## config.mk

```make
export PLATFORM = sky130hd
export DESIGN_NAME = exe_unit_w6_core
export DESIGN_NICKNAME = d
export VERILOG_FILES = /design/src/rtl/exe_unit_w6_core.sv
export SDC_FILE = /design/constraint.sdc
export NUM_CORES = 1
export LEC_CHECK = 0
export ABC_CLOCK_PERIOD_IN_PS = 800
export BUFFER_PORTS_ARGS = -buffer_cell sky130_fd_sc_hd__buf_2
export CORE_ASPECT_RATIO = 1.25
export CORE_MARGIN = 2
export CORE_UTILIZATION = 60
export DETAILED_ROUTE_END_ITERATION = 8
export PLACE_DENSITY = 0.91
export SYNTH_ARGS = -nofsm -noshare
export SYNTH_HDL_FRONTEND = slang
export SYNTH_SLANG_ARGS = --single-unit
```

## constraint.sdc

```tcl
create_clock -name i_clk -period 0.8 [get_ports i_clk]
set_input_delay 0.04 -clock i_clk [delete_from_list [all_inputs] [get_ports i_clk]]
set_output_delay 0.04 -clock i_clk [all_outputs]
set_load 0.01 [all_outputs]
```

## src/rtl/exe_unit_w6_core.sv

```systemverilog
// Registered sign-magnitude execution unit: subtract, compare, shift-left, bit-toggle.
// The result and the 4-bit status word {OVERFLOW, SINGLE, EVEN, ERR} are captured together.
module exe_unit_w6_core #(
    parameter int unsigned BITS = 8
) (
    input  logic            i_clk,
    input  logic            i_rst,
    input  logic [BITS-1:0] in_a,
    input  logic [BITS-1:0] in_b,
    input  logic [1:0]      i_op,
    output logic [BITS-1:0] o_out,
    output logic [3:0]      o_status
);

    localparam int unsigned M = BITS - 1;
    localparam logic [M-1:0]    SHIFT_LIM = M[M-1:0];
    localparam logic [BITS-1:0] INDEX_LIM = BITS[BITS-1:0];

    typedef enum logic [1:0] {
        OP_SUB = 2'b00,
        OP_CMP = 2'b01,
        OP_SHL = 2'b10,
        OP_TGL = 2'b11
    } op_e;

    op_e op;
    assign op = op_e'(i_op);

    logic         sa, sb;
    logic [M-1:0] ma, mb;

    assign sa = in_a[BITS-1];
    assign sb = in_b[BITS-1];
    assign ma = in_a[M-1:0];
    assign mb = in_b[M-1:0];

    // Subtract is done directly on magnitudes: opposite signs add, equal signs
    // take the absolute difference, so |R| always fits in M+1 bits.
    logic [M:0]    sub_sum;
    logic [M-1:0]  sub_diff;
    logic [M:0]    sub_mag;
    logic          sub_neg;
    logic [BITS-1:0] sub_out;
    logic          sub_ovf;

    always_comb begin
        sub_sum  = {1'b0, ma} + {1'b0, mb};
        sub_diff = (ma >= mb) ? (ma - mb) : (mb - ma);
        if (sa != sb) begin
            sub_mag = sub_sum;
            sub_neg = sa;
        end else begin
            sub_mag = {1'b0, sub_diff};
            sub_neg = sa ? (ma > mb) : (mb > ma);
        end
        if (sub_mag == '0)
            sub_neg = 1'b0;
        sub_ovf = sub_mag[M];
        sub_out = {sub_neg, sub_mag[M-1:0]};
    end

    // Compare treats -0 as +0 by deriving "negative" only from nonzero magnitudes.
    logic neg_a, neg_b, cmp_gt;

    always_comb begin
        neg_a = sa && (ma != '0);
        neg_b = sb && (mb != '0);
        if (neg_a != neg_b)
            cmp_gt = neg_b;
        else if (neg_a)
            cmp_gt = (ma < mb);
        else
            cmp_gt = (ma > mb);
    end

    logic [2*M-1:0]  shl_wide;
    logic            shl_ovf;
    logic            shl_err;
    logic [BITS-1:0] shl_out;

    always_comb begin
        shl_wide = {{M{1'b0}}, ma} << mb;
        shl_ovf  = |shl_wide[2*M-1:M];
        shl_err  = sb || (mb >= SHIFT_LIM);
        shl_out  = {sa, shl_wide[M-1:0]};
    end

    logic [BITS-1:0] tgl_mask;
    logic [BITS-1:0] tgl_out;
    logic            tgl_err;

    always_comb begin
        tgl_mask = {{(BITS-1){1'b0}}, 1'b1} << in_b;
        tgl_out  = in_a ^ tgl_mask;
        tgl_err  = (in_b >= INDEX_LIM);
    end

    logic [BITS-1:0] res;
    logic [BITS-1:0] res_inv;
    logic            res_ovf;
    logic            res_err;
    logic [BITS-1:0] next_out;
    logic [3:0]      next_status;

    always_comb begin
        res     = '0;
        res_ovf = 1'b0;
        res_err = 1'b0;
        unique case (op)
            OP_SUB: begin
                res     = sub_out;
                res_ovf = sub_ovf;
            end
            OP_CMP: begin
                res = {{(BITS-1){1'b0}}, cmp_gt};
            end
            OP_SHL: begin
                res     = shl_out;
                res_ovf = shl_ovf;
                res_err = shl_err;
            end
            OP_TGL: begin
                res     = tgl_out;
                res_err = tgl_err;
            end
            default: ;
        endcase
    end

    // SINGLE: the inverted result is a nonzero power of two.
    always_comb begin
        res_inv = ~res;
        if (res_err) begin
            next_out    = '0;
            next_status = 4'b0001;
        end else begin
            next_out    = res;
            next_status = {res_ovf,
                           (res_inv != '0) && ((res_inv & (res_inv - 1'b1)) == '0),
                           ~^res,
                           1'b0};
        end
    end

    always_ff @(posedge i_clk or negedge i_rst) begin
        if (!i_rst) begin
            o_out    <= '0;
            o_status <= '0;
        end else begin
            o_out    <= next_out;
            o_status <= next_status;
        end
    end

endmodule

```

==> results.txt, run 1 <==
The area share of the leading cell type in the synthesized netlist was 14.3%; the number of H-tree branching levels was 1. The post-CTS setup repair buffer count came out at 11. The logs give 11.9% for the portion of the post-synthesis area used by sequential elements and 71 for the distinct cell type count of the synthesized netlist.

Die boundary height: 76.7 µm. The commonest cells after synthesis are sky130_fd_sc_hd__inv_1, sky130_fd_sc_hd__nor2_1, sky130_fd_sc_hd__ha_1. Ranked by total cell area, the synthesized netlist is headed by sky130_fd_sc_hd__ha_1, sky130_fd_sc_hd__dfrtp_1, sky130_fd_sc_hd__inv_1. CTS sink count: 12.

Before CTS, the worst setup slack after placement is -3.18 ns. The stage where the run came to a stop is clock tree synthesis (4_1_cts). The first error in the log reads "[ERROR DPL-0038] Utilization greater than 100%, impossible to legalize". The flow did not finish.

The synthesis warning total came out at 0. In this run the core area contains 26 standard-cell rows. During I/O placement, the number of pins put on the boundary was 32.

Once the floorplan was initialized, standard cells occupied 62.3% of the core. In this run the cell area of the synthesized design comes to 0.00253 mm². The congestion estimate from routability-driven global placement came to 1.05. After synthesis the netlist holds a flip-flop and latch count of 12. Summed over all instances, the cell type with the most area after synthesis is sky130_fd_sc_hd__ha_1. The tools report the number of hold buffers added after cts as 1. The library cell used as clock root buffer is sky130_fd_sc_hd__clkbuf_8. For this run, the leading register cell type out of synthesis is sky130_fd_sc_hd__dfrtp_1. The logs give 2 for the maximum clock path buffer count and 95 for the count of cells resized by post-cts repair.

The synthesized area per cell is 7.41 µm², and the proportion of synthesized flip-flops having asynchronous set or reset is 100%. Synthesis handed over a netlist of 342 instances. After legalization and detailed placement, the total HPWL measured 10900 µm. By instance count, the leading cell after synthesis is sky130_fd_sc_hd__inv_1. The number of placed instances, taps included, is 542. The die extent in x was 62.1 µm; the number of buffers inserted by port buffering was 31. The post-place instance area came out at 0.00391 mm².

Counting flops with a built-in enable in the synthesized netlist gives 0. Counting the buffers created by CTS gives 3. For the total nets after synthesis, the log shows 394.
## logic make-up after synthesis
kind of cell / Yosys count / share of synthesized area, %
XOR/XNOR: 18 / 6.52
adder cells (fa/ha/maj): 32 / 16.7
flip-flops: 12 / 11.9
buffers and inverters: 50 / 7.95
multiplexers: 9 / 3.65
AO/OA/AOI/OAI: 101 / 28.1
AND/OR/NAND/NOR: 120 / 25.2
## per-stage QoR
stage	util (%)	setup TNS, ns
3_5_place_dp	96.2	-20.98
3_3_place_gp	96.2	-18.68
2_1_floorplan	-	-14.27
==> run 2: changes to the inputs <==
--- a/config.mk
+++ b/config.mk
@@ -7,11 +7,10 @@
 export LEC_CHECK = 0
 export ABC_CLOCK_PERIOD_IN_PS = 800
 export BUFFER_PORTS_ARGS = -buffer_cell sky130_fd_sc_hd__buf_2
-export CORE_ASPECT_RATIO = 1.25
 export CORE_MARGIN = 2
-export CORE_UTILIZATION = 60
+export CORE_UTILIZATION = 40
 export DETAILED_ROUTE_END_ITERATION = 8
-export PLACE_DENSITY = 0.91
+export PLACE_DENSITY_LB_ADDON = 0.15
 export SYNTH_ARGS = -nofsm -noshare
 export SYNTH_HDL_FRONTEND = slang
 export SYNTH_SLANG_ARGS = --single-unit
==> run 2 against run 1 <==
The flow now finishes, with violations (negative setup slack). Synthesized cell count unchanged. Synthesized area unchanged.
==> results.txt, run 2 <==
The run finished, with violations left. The final reports fail on negative setup slack. The number of enable-type register cells in the synthesized netlist works out to 0. Net switching is 40.3% of the power. STA puts the critical path data arrival time at 3.43 ns.

Internal power comes to 2.85 mW. Summed over all instances, the cell type with the most area after synthesis is sky130_fd_sc_hd__ha_1. After detailed placement, the total cell area comes to 0.00392 mm². The starting density of the core is 42.0%. Leading cell type in the layout, fill and taps excluded: sky130_fd_sc_hd__buf_4. The startpoint of the worst hold path was i_op[0]. At the pin with the least slew margin, the transition time is 0.439 ns.

The floorplan step set the die height to 83.6 µm. The logs give 28 for the number of standard-cell rows in the floorplan and 2.11 nW for the reported leakage power. Registers are responsible for 14.2% of the overall power. The analysis attributes to net switching a power of 1.93 mW. The clock net in this run drives a total of 12 sinks. In the final layout, the share of cells above drive strength 1 is 55.9%. The run gives 583 as the final instance count without filler cells. The largest registers in the layout are o_out (8), o_status (4). STA classifies the critical path endpoint as a flop.

For the wire length of the first global-routing pass, the log shows 16000 µm. Sorting the synthesized cells by how often they occur yields sky130_fd_sc_hd__inv_1, sky130_fd_sc_hd__nor2_1, sky130_fd_sc_hd__ha_1. Once detailed placement completed, the half-perimeter wirelength came to 7760 µm. The critical path is of the input port to flop type. The flip-flop count of the largest register after layout was 8. Cell total after placement: 559. Final hold analysis gives a worst-case slack of 0.143 ns.

From left edge to right edge, the die measures 83.6 µm. The most frequently used cell type in the post-synthesis netlist was sky130_fd_sc_hd__inv_1. After detailed routing, the number of remaining DRC violations is 0.

Setup repair after global routing could not meet its margin everywhere. For this run, the total global-route usage over all layers was measured as 28.1%. The share of total power dissipated in combinational logic is 74.6%.

The top cell types in the final layout, fill and taps aside, are sky130_fd_sc_hd__buf_4, sky130_fd_sc_hd__buf_6, sky130_fd_sc_hd__nor2_1. The logs give -2.50 ns for the final worst setup slack and 394 for the total nets after synthesis. The total vias in the final route is 3341, and the power per unit of standard cell area is 1030 mW/mm². After synthesis the cells add up to 0.00253 mm². Synthesis produced a netlist whose cell count is 342. The worst path needs 3.30 ns of the cycle, external delays included. Counting distinct cell types in the post-synthesis netlist gives 71. Sequential cells were found to cover 11.9% of the synthesized design area. Along the worst path, the maximum fanout reaches 4. The final-report hold violation count was 0; the number of storage elements in the synthesis netlist was 12.

The number of placed I/O pins is 32, and the global-route congestion overflow total is 0. The average wire per cell in the routed design was 17.5 µm. The run gives 0.00603 mm² as the placeable core region. With fillers left out, the area of the finished cells amounts to 0.00466 mm².

The iteration count of the initial detailed-routing pass was 5. The initial antenna violation count was 0; the hold path depth was 3. Number of H-tree branching levels: 1. Sorting the synthesized cells by area gives the leading types as sky130_fd_sc_hd__ha_1, sky130_fd_sc_hd__dfrtp_1, sky130_fd_sc_hd__inv_1.

For the violation count after the first detailed-routing iteration, the log shows 271. The tools report the worst hold endpoint as o_status[3]$_DFF_PN0_. No sink is reached through more buffers than the 2 on the longest clock path. Across the run, the number of max-cap violations was 0.

In this run the worst hold path is classified as input port to flop. The routed via count divided by cell count came out at 5.73. The via count of the first global-routing pass was 3216; the number of nets still failing antenna checks after routing was 0. The final antenna diode count came out at 0.

After clock tree synthesis, the clock-pin slew on the worst setup and hold paths is 0.05 ns. The routed wire length was 10200 µm; the number of setup violations in the final report was 12. The synthesized area per cell was 7.41 µm². The area growth from synthesis to layout is 84.1%. Summed over all failing endpoints, the final setup total negative slack is -15.59 ns. The number of clock buffers inserted by TritonCTS was 3. Entering global routing, the biggest net connects 17 pins.

The most used flip-flop cell after synthesis is sky130_fd_sc_hd__dfrtp_1. The tree is rooted in a sky130_fd_sc_hd__clkbuf_8. The most flop-heavy register was o_out. The logs give 0.00699 mm² for the overall die area and 11.3% for the clock network fraction of design power. TritonCTS built the clock tree. The logs give 0.944 for the placer's final routability congestion estimate and 1.73 mV for the worst vdd rail ir drop.

Port buffering added 31 buffers. Timing would allow up to 0.303 GHz. The synthesized design devotes to its leading area cell type 14.3% of total area. The required time of the worst setup path is 0.92 ns. Final count of pins violating max slew: 0. Synthesis warning total: 0. The period utilization works out to 413%. STA classifies the critical path startpoint as an input port. The run gives 70.6% as the max-slew headroom at the worst pin. The proportion of synthesized flip-flops having asynchronous set or reset works out to 100%.

For the number of nets in the layout, the log shows 562.
## run 2: logic make-up (layout without fill, tap and decap cells)
kind of cell | Yosys count | after routing | share of synthesized area [%]
xor+xnor | 18 | 18 | 6.52
compound gates | 101 | 101 | 28.1
buf+inv | 50 | 216 | 7.95
flops | 12 | 12 | 11.9
mux | 9 | 9 | 3.65
simple gates | 120 | 120 | 25.2
fa+ha+maj | 32 | 32 | 16.7
## run 2: what timing repair did
action / 4_1_cts / 5_1_grt
gates resized for setup: 81 / 51
hold buffers: 1 / 0
pin swaps: 21 / 17
setup endpoints to repair: 12 / 12
endpoints found under the hold margin: 12 / 0
gates cloned: 1 / 0
setup buffers: 14 / 10
## run 2: power by group through the flow
stage	clock network, mW	logic [mW]	registers [mW]
floorplan	0	1.52	0.722
global placement	0	2.73	0.686
detailed placement	0	2.77	0.687
CTS	0.520	3.22	0.678
global route	0.576	3.81	0.680
finish	0.540	3.57	0.677
## run 2: metrics by stage
step	utilization (%)	worst slack (ns)	power, mW
3_5_place_dp	65.1	-2.82	3.45
5_1_grt	77.4	-2.65	5.07
3_3_place_gp	65.1	-2.75	3.41
4_1_cts	73.3	-2.47	4.42
6_report	77.4	-2.50	4.78
2_1_floorplan	-	-2.58	2.24
## run 2: critical path, stage by stage
cell                        delay, ns
sky130_fd_sc_hd__buf_12          0.12
sky130_fd_sc_hd__ha_4            0.23
sky130_fd_sc_hd__nand2b_4        0.14
sky130_fd_sc_hd__a211o_4         0.37
sky130_fd_sc_hd__a21oi_4         0.16
sky130_fd_sc_hd__buf_4           0.15
sky130_fd_sc_hd__mux2i_1         0.11
sky130_fd_sc_hd__a31o_2          0.25
sky130_fd_sc_hd__a221o_1         0.35
sky130_fd_sc_hd__a222oi_1        0.37
sky130_fd_sc_hd__inv_1           0.12
sky130_fd_sc_hd__ha_2            0.20
sky130_fd_sc_hd__a41oi_2         0.19
sky130_fd_sc_hd__nand2_2         0.09
sky130_fd_sc_hd__a2111oi_2       0.21
sky130_fd_sc_hd__o21ai_1         0.10
sky130_fd_sc_hd__a2111oi_2       0.21
## run 2: area by class of cell
type	instances	area [µm²]
Multi-Input combinational cell	280	2590
Clock buffer	3	41.3
Inverter	34	163
Tap cell	75	93.8
Fill cell	415	1360
Sequential cell	12	300
Timing Repair Buffer	179	1480
## run 2: worst max path at each step
stage	endpoint	slack [ns]	start
4_1_cts	o_status[2]$_DFF_PN0_	-2.47	in_b[0]
3_3_place_gp	o_status[2]$_DFF_PN0_	-2.75	in_b[0]
5_1_grt	o_status[2]$_DFF_PN0_	-2.65	in_a[6]
2_1_floorplan	o_status[2]$_DFF_PN0_	-2.58	in_a[0]
6_report	o_status[2]$_DFF_PN0_	-2.50	in_b[0]
3_5_place_dp	o_status[2]$_DFF_PN0_	-2.82	in_b[0]
## run 2: per-layer routing
metal  vias to the layer above  share of wire [%]  wire length, µm  track usage [%]
li1                       1591                  -                -                -
met4                         0                2.4              240             8.50
met5                         -                  0                0                0
met1                      1575                 42             4260             34.5
met3                        22                5.5              562             3.66
met2                       153                 50             5140             50.5
(Power assumes the default switching activity.)
==> run 3: changes to the inputs <==
--- a/config.mk
+++ b/config.mk
@@ -10,7 +10,7 @@
 export CORE_MARGIN = 2
 export CORE_UTILIZATION = 40
 export DETAILED_ROUTE_END_ITERATION = 8
-export PLACE_DENSITY_LB_ADDON = 0.15
+export PLACE_DENSITY = 0.66
 export SYNTH_ARGS = -nofsm -noshare
 export SYNTH_HDL_FRONTEND = slang
 export SYNTH_SLANG_ARGS = --single-unit
==> run 3 against run 2 <==
The run still ends with negative setup slack left. Setup slack got worse by 0.15 ns. Flip-flop and latch count is the same. Clock power is 19% higher. Fmax decreased by 4.3%. Hold slack gained 0.031 ns. Via count up 5.3%. Non-clock buffer count is 9 higher. Power increased by 7.6%. Largest power group unchanged. Count of clock-buffer cells in the layout is 1 higher.
==> results.txt, run 3 (synthesis gave the netlist of run 2 again) <==
The via count of the first global-routing pass was 3514; the die extent in x was 83.6 µm. After detailed routing, the number of vias per cell comes to 5.93. The remaining routing DRC violations was 0. Overall routing resource usage: 29.1%. Required time of the worst setup path: 0.93 ns. TritonCTS built the clock tree. The cell internal power dissipation is 3.05 mW.

The worst hold path belongs to the class input port to flop. The routed design could run at a clock period as short as 3.45 ns. The final worst setup slack is -2.65 ns. Global routing finished with a remaining overflow of 0.

Net switching is 40.8% of the power. Derived from the worst setup path, the maximum achievable clock frequency is 0.290 GHz. The first global-routing pass estimated 16800 µm of wire.

The tools report the final antenna diode count as 0. From synthesis to final layout, the design area changed by 90.6%. For the maximum clock path buffer count, the log shows 2.

Setup repair after global routing could not meet its margin everywhere. The number of H-tree branching levels is 1, and the iteration count of the initial detailed-routing pass is 5. Headroom to the max-slew limit came out at 65.6%. The logs give 0.994 for the placer's final routability congestion estimate and 571 for the number of nets in the layout. Initial antenna violation count: 0.

The final HPWL from detailed placement is 7870 µm. The worst-case IR drop observed on VDD is 1.13 mV. The part of the power in combinational logic is 74.3%. Across all layers, the routed design uses 3517 vias. Flip-flop count of the largest register after layout: 8. In this run the power density over the cells is 1070 mW/mm². For the fraction of the core area covered by cells at the end of the flow, the log shows 80.1%.

Net switching power: 2.10 mW. Leading cell type in the layout, fill and taps excluded: sky130_fd_sc_hd__buf_4. Clock-pin slew was measured on the worst setup and hold paths at 0.05 ns. The count of buffers added on input and output ports is 31. Cells with a size suffix above 1 make up 57.5% of the layout.

On the final layout, the worst hold slack is 0.174 ns. Once the floorplan was initialized, standard cells occupied 42.0% of the core. After detailed routing, the total wire length is 11500 µm.

Total power for the finished layout comes to 5.15 mW. The placeable core region was 0.00603 mm²; the post-placement setup slack was -2.82 ns. For the final-report hold violation count, the log shows 0. In the final layout, the registers with the most flip-flops are o_out (8), o_status (4).

For the pin with the worst max-slew slack, the measured transition is 0.515 ns. The startpoint type of the worst setup path is an input port. The tool flagged a number of max-cap violations equal to 0. The average wire per cell in the routed design works out to 19.3 µm. o_out holds more flip-flops than any other register. The die covers 0.00699 mm². In this run the worst path has a maximum fanout of 4.

In this run the remaining antenna-violating nets after routing total 0. The fraction of power consumed by sequential logic is 13.2%. The tree is rooted in a sky130_fd_sc_hd__clkbuf_8. In this run, CTS created clock tree buffers numbering 3. The detailed router finished its first iteration with 359 violations.

The floorplan has 28 rows. The maximum number of pins on one net before global-route repair is 17, and the number of setup violations in the final report is 12. The floorplan step set the die height to 83.6 µm. The tools report the final count of pins violating max slew as 0.

The run finished, with violations left. The library cells used most frequently in the layout, excluding fill and tap cells, are sky130_fd_sc_hd__buf_4, sky130_fd_sc_hd__buf_6, sky130_fd_sc_hd__inv_1. Clock network fraction of design power: 12.5%.

The period utilization works out to 431%. The class of the most critical setup path was input port to flop. The number of placed I/O pins was 32; the reported leakage power was 2.17 nW. Counting the fill cells in the layout gives 355. STA classifies the critical path endpoint as a flop. The final reports fail on negative setup slack.

CTS saw 12 sinks. The arrival time reported for the critical path endpoint was 3.58 ns.
[run 3: cell count changes in the layout (fill, tap and decap cells not counted), sizes merged]
cell    change
clkbuf      +1
buf         +9
[run 3: layer usage]
layer / share of wire [%] / routed length, µm / GRT usage [%] / vias up
met2: 50 / 5730 / 53.5 / 203
met3: 7.2 / 826 / 3.66 / 40
met5: 0 / 0 / 0 / -
met1: 39 / 4460 / 34.5 / 1675
met4: 3.8 / 439 / 10.3 / 0
li1: - / - / - / 1599
[run 3: cell type report]
cell class	count	area [µm²]	share of cell area, %
tap	75	93.8	1.94
sequential	12	300	6.22
inverter	34	170	3.52
timing repair buffer	188	1570	32.5
clock buffer	4	55.1	1.14
multi-input combinational	280	2640	54.7
[run 3: path summary, 6_finish.rpt]
check                        start               endpoint  slack, ns  cells past startpoint
max in group asynchronous    i_rst  o_status[3]$_DFF_PN0_       0.40                      2
min in group asynchronous    i_rst     o_out[5]$_DFF_PN0_       0.20                      2
hold / removal             i_op[0]  o_status[3]$_DFF_PN0_       0.17                      3
setup / recovery           in_b[0]  o_status[2]$_DFF_PN0_      -2.65                     18
[run 3: worst max-delay path, stage by stage]
cell	delay, ns
sky130_fd_sc_hd__buf_12	0.12
sky130_fd_sc_hd__clkinv_8	0.04
sky130_fd_sc_hd__ha_4	0.14
sky130_fd_sc_hd__inv_4	0.04
sky130_fd_sc_hd__fa_2	0.38
sky130_fd_sc_hd__a21o_1	0.19
sky130_fd_sc_hd__a21oi_2	0.19
sky130_fd_sc_hd__nor2_2	0.06
sky130_fd_sc_hd__mux2i_1	0.20
sky130_fd_sc_hd__mux2_2	0.36
sky130_fd_sc_hd__or4_1	0.51
sky130_fd_sc_hd__o31a_1	0.31
sky130_fd_sc_hd__ha_4	0.17
sky130_fd_sc_hd__a41oi_2	0.19
sky130_fd_sc_hd__nand2_2	0.10
sky130_fd_sc_hd__a2111oi_2	0.22
sky130_fd_sc_hd__o21ai_1	0.11
sky130_fd_sc_hd__a2111oi_2	0.21
[run 3: power by group through the flow]
| stage | clock network [mW] | registers, mW | logic, mW |
|---|---|---|---|
| 2_1_floorplan | 0 | 0.722 | 1.52 |
| 6_report | 0.645 | 0.678 | 3.82 |
| 5_1_grt | 0.668 | 0.681 | 4.01 |
| 3_5_place_dp | 0 | 0.686 | 2.78 |
| 3_3_place_gp | 0 | 0.685 | 2.72 |
| 4_1_cts | 0.638 | 0.677 | 3.25 |
[run 3: timing repair]
item                                    CTS  global route
endpoints found under the setup margin   12            12
buffers inserted                         30            19
resized for setup                        84            71
hold buffers                              1             0
endpoints found under the hold margin    12             0
pin swaps                                29            32
cloned                                    1             0
[run 3: per-stage QoR]
| stage | instance area, µm² | TNS, ns | instances |
|---|---|---|---|
| 3_5_place_dp | 3940 | -19.42 | 559 |
| 2_1_floorplan | 2880 | -14.27 | 342 |
| 4_1_cts | 4490 | -15.79 | 586 |
| 5_1_grt | 4830 | -17.38 | 593 |
| 6_report | 4830 | -16.43 | 593 |
| 3_3_place_gp | 3940 | -19.05 | 559 |
==> run 4: changes to the inputs <==
--- a/config.mk
+++ b/config.mk
@@ -14,3 +14,4 @@
 export SYNTH_ARGS = -nofsm -noshare
 export SYNTH_HDL_FRONTEND = slang
 export SYNTH_SLANG_ARGS = --single-unit
+export TNS_END_PERCENT = 20
==> run 4 against run 3 <==
The flow still finishes with violations (negative setup slack). Core utilization shrank 7.6 points. Clock power shrank 21%. Critical path depth shrank 3. Fmax shrank 0.60%. Sequential share of layout area grew 0.65 points. Cell count shrank 2.7%. Routed wire length shrank 12%. Combinational power shrank 14%. Cell area shrank 9.5%. Count of clock-buffer cells in the layout shrank 1. Power shrank 13%.
==> results.txt, run 4 (synthesis gave the netlist of run 2 again) <==
The remaining routing DRC violations is 0. The critical path goes through buf_2, buf_4, or4_4, nor4_1, xnor2_1, a21bo_1, a221oi_1, nand4b_1, o31a_1, ha_4, a41oi_2, nand2_2, a2111oi_4, o21ai_2, a2111oi_2. The tools report the maximum number of pins on one net before global-route repair as 17. The repair_antennas step left the layout with diodes totalling 0.

The multi-input combinational cells in the finished layout cover a total of 0.00247 mm². Data arrives at the worst endpoint at 3.58 ns. The final-report hold violation count came out at 0.

The number of clock buffers inserted by TritonCTS is 3, and the required time of the worst setup path is 0.91 ns. The path class of the tightest hold or removal check is input port to flop. In the final design database the tool counted 556 nets. In this run, the number of DRC markers left after iteration 0 of detailed routing was 258.

Clock-pin slew was measured on the worst setup and hold paths at 0.05 ns. Path length in cells of the critical path: 15. The most flop-heavy register was o_out. The placer's final routability congestion estimate is 0.966. The largest delay contributor family on the critical path was compound AO/OA/AOI/OAI gates. Setup violations remaining at the end of the flow were counted as 12. The final reports fail on negative setup slack. The register with the most flip-flops in the layout has 8 of them. Using the TritonRoute via totals, the vias-per-cell ratio works out to 5.82. Leaving out fill and tap cells, the most frequent cell in the layout is sky130_fd_sc_hd__buf_4.

The initial antenna violation count is 0, and the die extent in x is 83.6 µm. The critical path is of the input port to flop type. The number of standard-cell rows in the floorplan is 28. The total vias in the final route is 3358, and the number of H-tree branching levels is 1.

The layout-stage area growth over the synthesis result is 72.6%, and the global routing met1 resource utilization is 33.1%. The global routing stage identified its most utilized layer as met2. For this run, global-route usage on met2 was measured as 49.8%.

The tools report the met3 layer usage reported by global route as 1.09%. The number of buffers inserted by port buffering is 31. The peak fanout along the critical path was 3.

The via count of the first global-routing pass is 3281, and the final count of pins violating max slew is 0. The core region is 0.00603 mm². Hold timing on the final database bottoms out at a slack of 0.163 ns. The largest registers in the layout are o_out (8), o_status (4).

Once the floorplan was initialized, standard cells occupied 42.0% of the core. The tools report the final worst setup slack as -2.67 ns. Setup repair after global routing could not meet its margin everywhere.

Registers take 300 µm². The tools report the iteration count of the initial detailed-routing pass as 5. Before CTS, the worst setup slack after placement is -2.92 ns. Of the available clock period, the critical path in the final layout requires 434%. Once placement completed, the tool counted placed cells totaling 563. The average wire per cell in the routed design is 17.5 µm. TritonCTS built the clock tree. Across the run, the number of max-cap violations was 0.

The run finished, with violations left. The power per unit of standard cell area is 1020 mW/mm², and the max-slew headroom at the worst pin is 67.6%. The finished cells cover 0.00437 mm². Counting every sink on the clock net gives 12. Measured along the y axis, the die boundary spans 83.6 µm.

The number of nets still failing antenna checks after routing is 0. The shortest period the worst path allows is 3.47 ns, and the post-route setup TNS is -16.96 ns. The startpoint type of the worst setup path is an input port. The reported leakage power is 2.02 nW. The wire-length estimate of the detail-placed layout is 7790 µm.

In the global route stage, overall resource usage came out at 26.8%. The longest clock path from root to sink contains 2 buffers. Fraction of layout instances using a drive strength above 1: 50.2%. On the worst path, the slowest cell contributes a delay of 0.51 ns. The worst setup path is captured at a flop. The number of buffers and inverters on the critical path is 2.

The most critical setup path has its endpoint at o_status[2]$_DFF_PN0_. The number of placed I/O pins was 32. The number of fillers in the final layout was 441. For the routed wire length, the log shows 10100 µm. In this run the clock root is driven by a sky130_fd_sc_hd__clkbuf_8. The worst vdd rail ir drop was 1.43 mV. At the pin with the least slew margin, the transition time is 0.481 ns.

The tools report the overall die area as 0.00699 mm². The first global-routing pass estimated 15600 µm of wire. Summed over all layers, the global routing overflow is 0. Leaving out fill and tap cells, the most frequent cells in the layout are sky130_fd_sc_hd__buf_4, sky130_fd_sc_hd__nor2_1, sky130_fd_sc_hd__inv_1. The worst-path cell with the longest stage delay was sky130_fd_sc_hd__or4_4. In this run the cell area measured after placement is 0.00381 mm².

Leaving out filler cells and counting taps, the final layout contains 577. The tools report the achievable frequency as 0.288 GHz. In this run the worst setup path begins at in_b[6].
==> run 4: changes by cell type in the layout (fill, tap and decap cells not counted), moves of 3 or more <==
cell                      previous run  this run
sky130_fd_sc_hd__nor2_1             19        29
sky130_fd_sc_hd__inv_4               7         2
sky130_fd_sc_hd__ha_1               13        10
sky130_fd_sc_hd__buf_2              17        24
sky130_fd_sc_hd__nor2_4              4         0
sky130_fd_sc_hd__buf_6              34         8
sky130_fd_sc_hd__o21ai_0            13        16
sky130_fd_sc_hd__a21oi_4             6         3
sky130_fd_sc_hd__buf_4             128       136
sky130_fd_sc_hd__inv_1              23        26
sky130_fd_sc_hd__a21oi_1            11        15
sky130_fd_sc_hd__inv_2               1         4
sky130_fd_sc_hd__nor2_2              7         1
sky130_fd_sc_hd__buf_8               6         0
==> run 4: layer usage <==
| layer | up-vias | part of all wire (%) |
|---|---|---|
| met4 | 0 | 3.8 |
| met2 | 188 | 50 |
| met1 | 1554 | 40 |
| li1 | 1580 | - |
| met5 | - | 0 |
| met3 | 36 | 6.9 |
==> run 4: worst min-delay path by stage <==
stage,depth (start not counted),slack (ns),start,endpoint
3_5_place_dp,1,-0.08,i_rst,o_out[1]$_DFF_PN0_
5_1_grt,3,0.16,i_op[0],o_status[3]$_DFF_PN0_
2_1_floorplan,0,-0.26,i_rst,o_out[0]$_DFF_PN0_
4_1_cts,3,0.15,i_op[0],o_status[3]$_DFF_PN0_
6_report,3,0.16,i_op[0],o_status[3]$_DFF_PN0_
3_3_place_gp,1,-0.08,i_rst,o_out[1]$_DFF_PN0_
==> run 4: layout make-up <==
| cell class | instances | area share [%] |
|---|---|---|
| Multi-Input combinational cell | 280 | 56.4 |
| Inverter | 34 | 3.43 |
| Timing Repair Buffer | 173 | 30.2 |
| Sequential cell | 12 | 6.87 |
| Tap cell | 75 | 2.15 |
| Clock buffer | 3 | 0.944 |
==> run 4: stage by stage <==
stage / total power, mW / utilization (%)
3_3_place_gp: 3.33 / 63.2
4_1_cts: 4.26 / 70.6
3_5_place_dp: 3.39 / 63.2
6_report: 4.47 / 72.6
5_1_grt: 4.72 / 72.6
2_1_floorplan: 2.09 / -
==> run 4: worst min-delay path: stages <==
cell and delay [ns]:
sky130_fd_sc_hd__buf_2 0.09, sky130_fd_sc_hd__buf_4 0.15, sky130_fd_sc_hd__nor3_2 0.06
==> run 4: power by group <==
group	internal (mW)	switching, mW	leakage (nW)
clock	0.328	0.179	0.0216
combinational	1.65	1.64	1.84
sequential	0.666	0.0106	0.159
total	2.64	1.83	2.02
==> run 4: timing repair <==
item | in CTS | in global routing
setup endpoints to repair | 12 | 12
resized for setup | 69 | 16
pin swaps | 25 | 11
endpoints found under the hold margin | 12 | 0
setup buffers | 9 | 2
hold buffers | 1 | 0
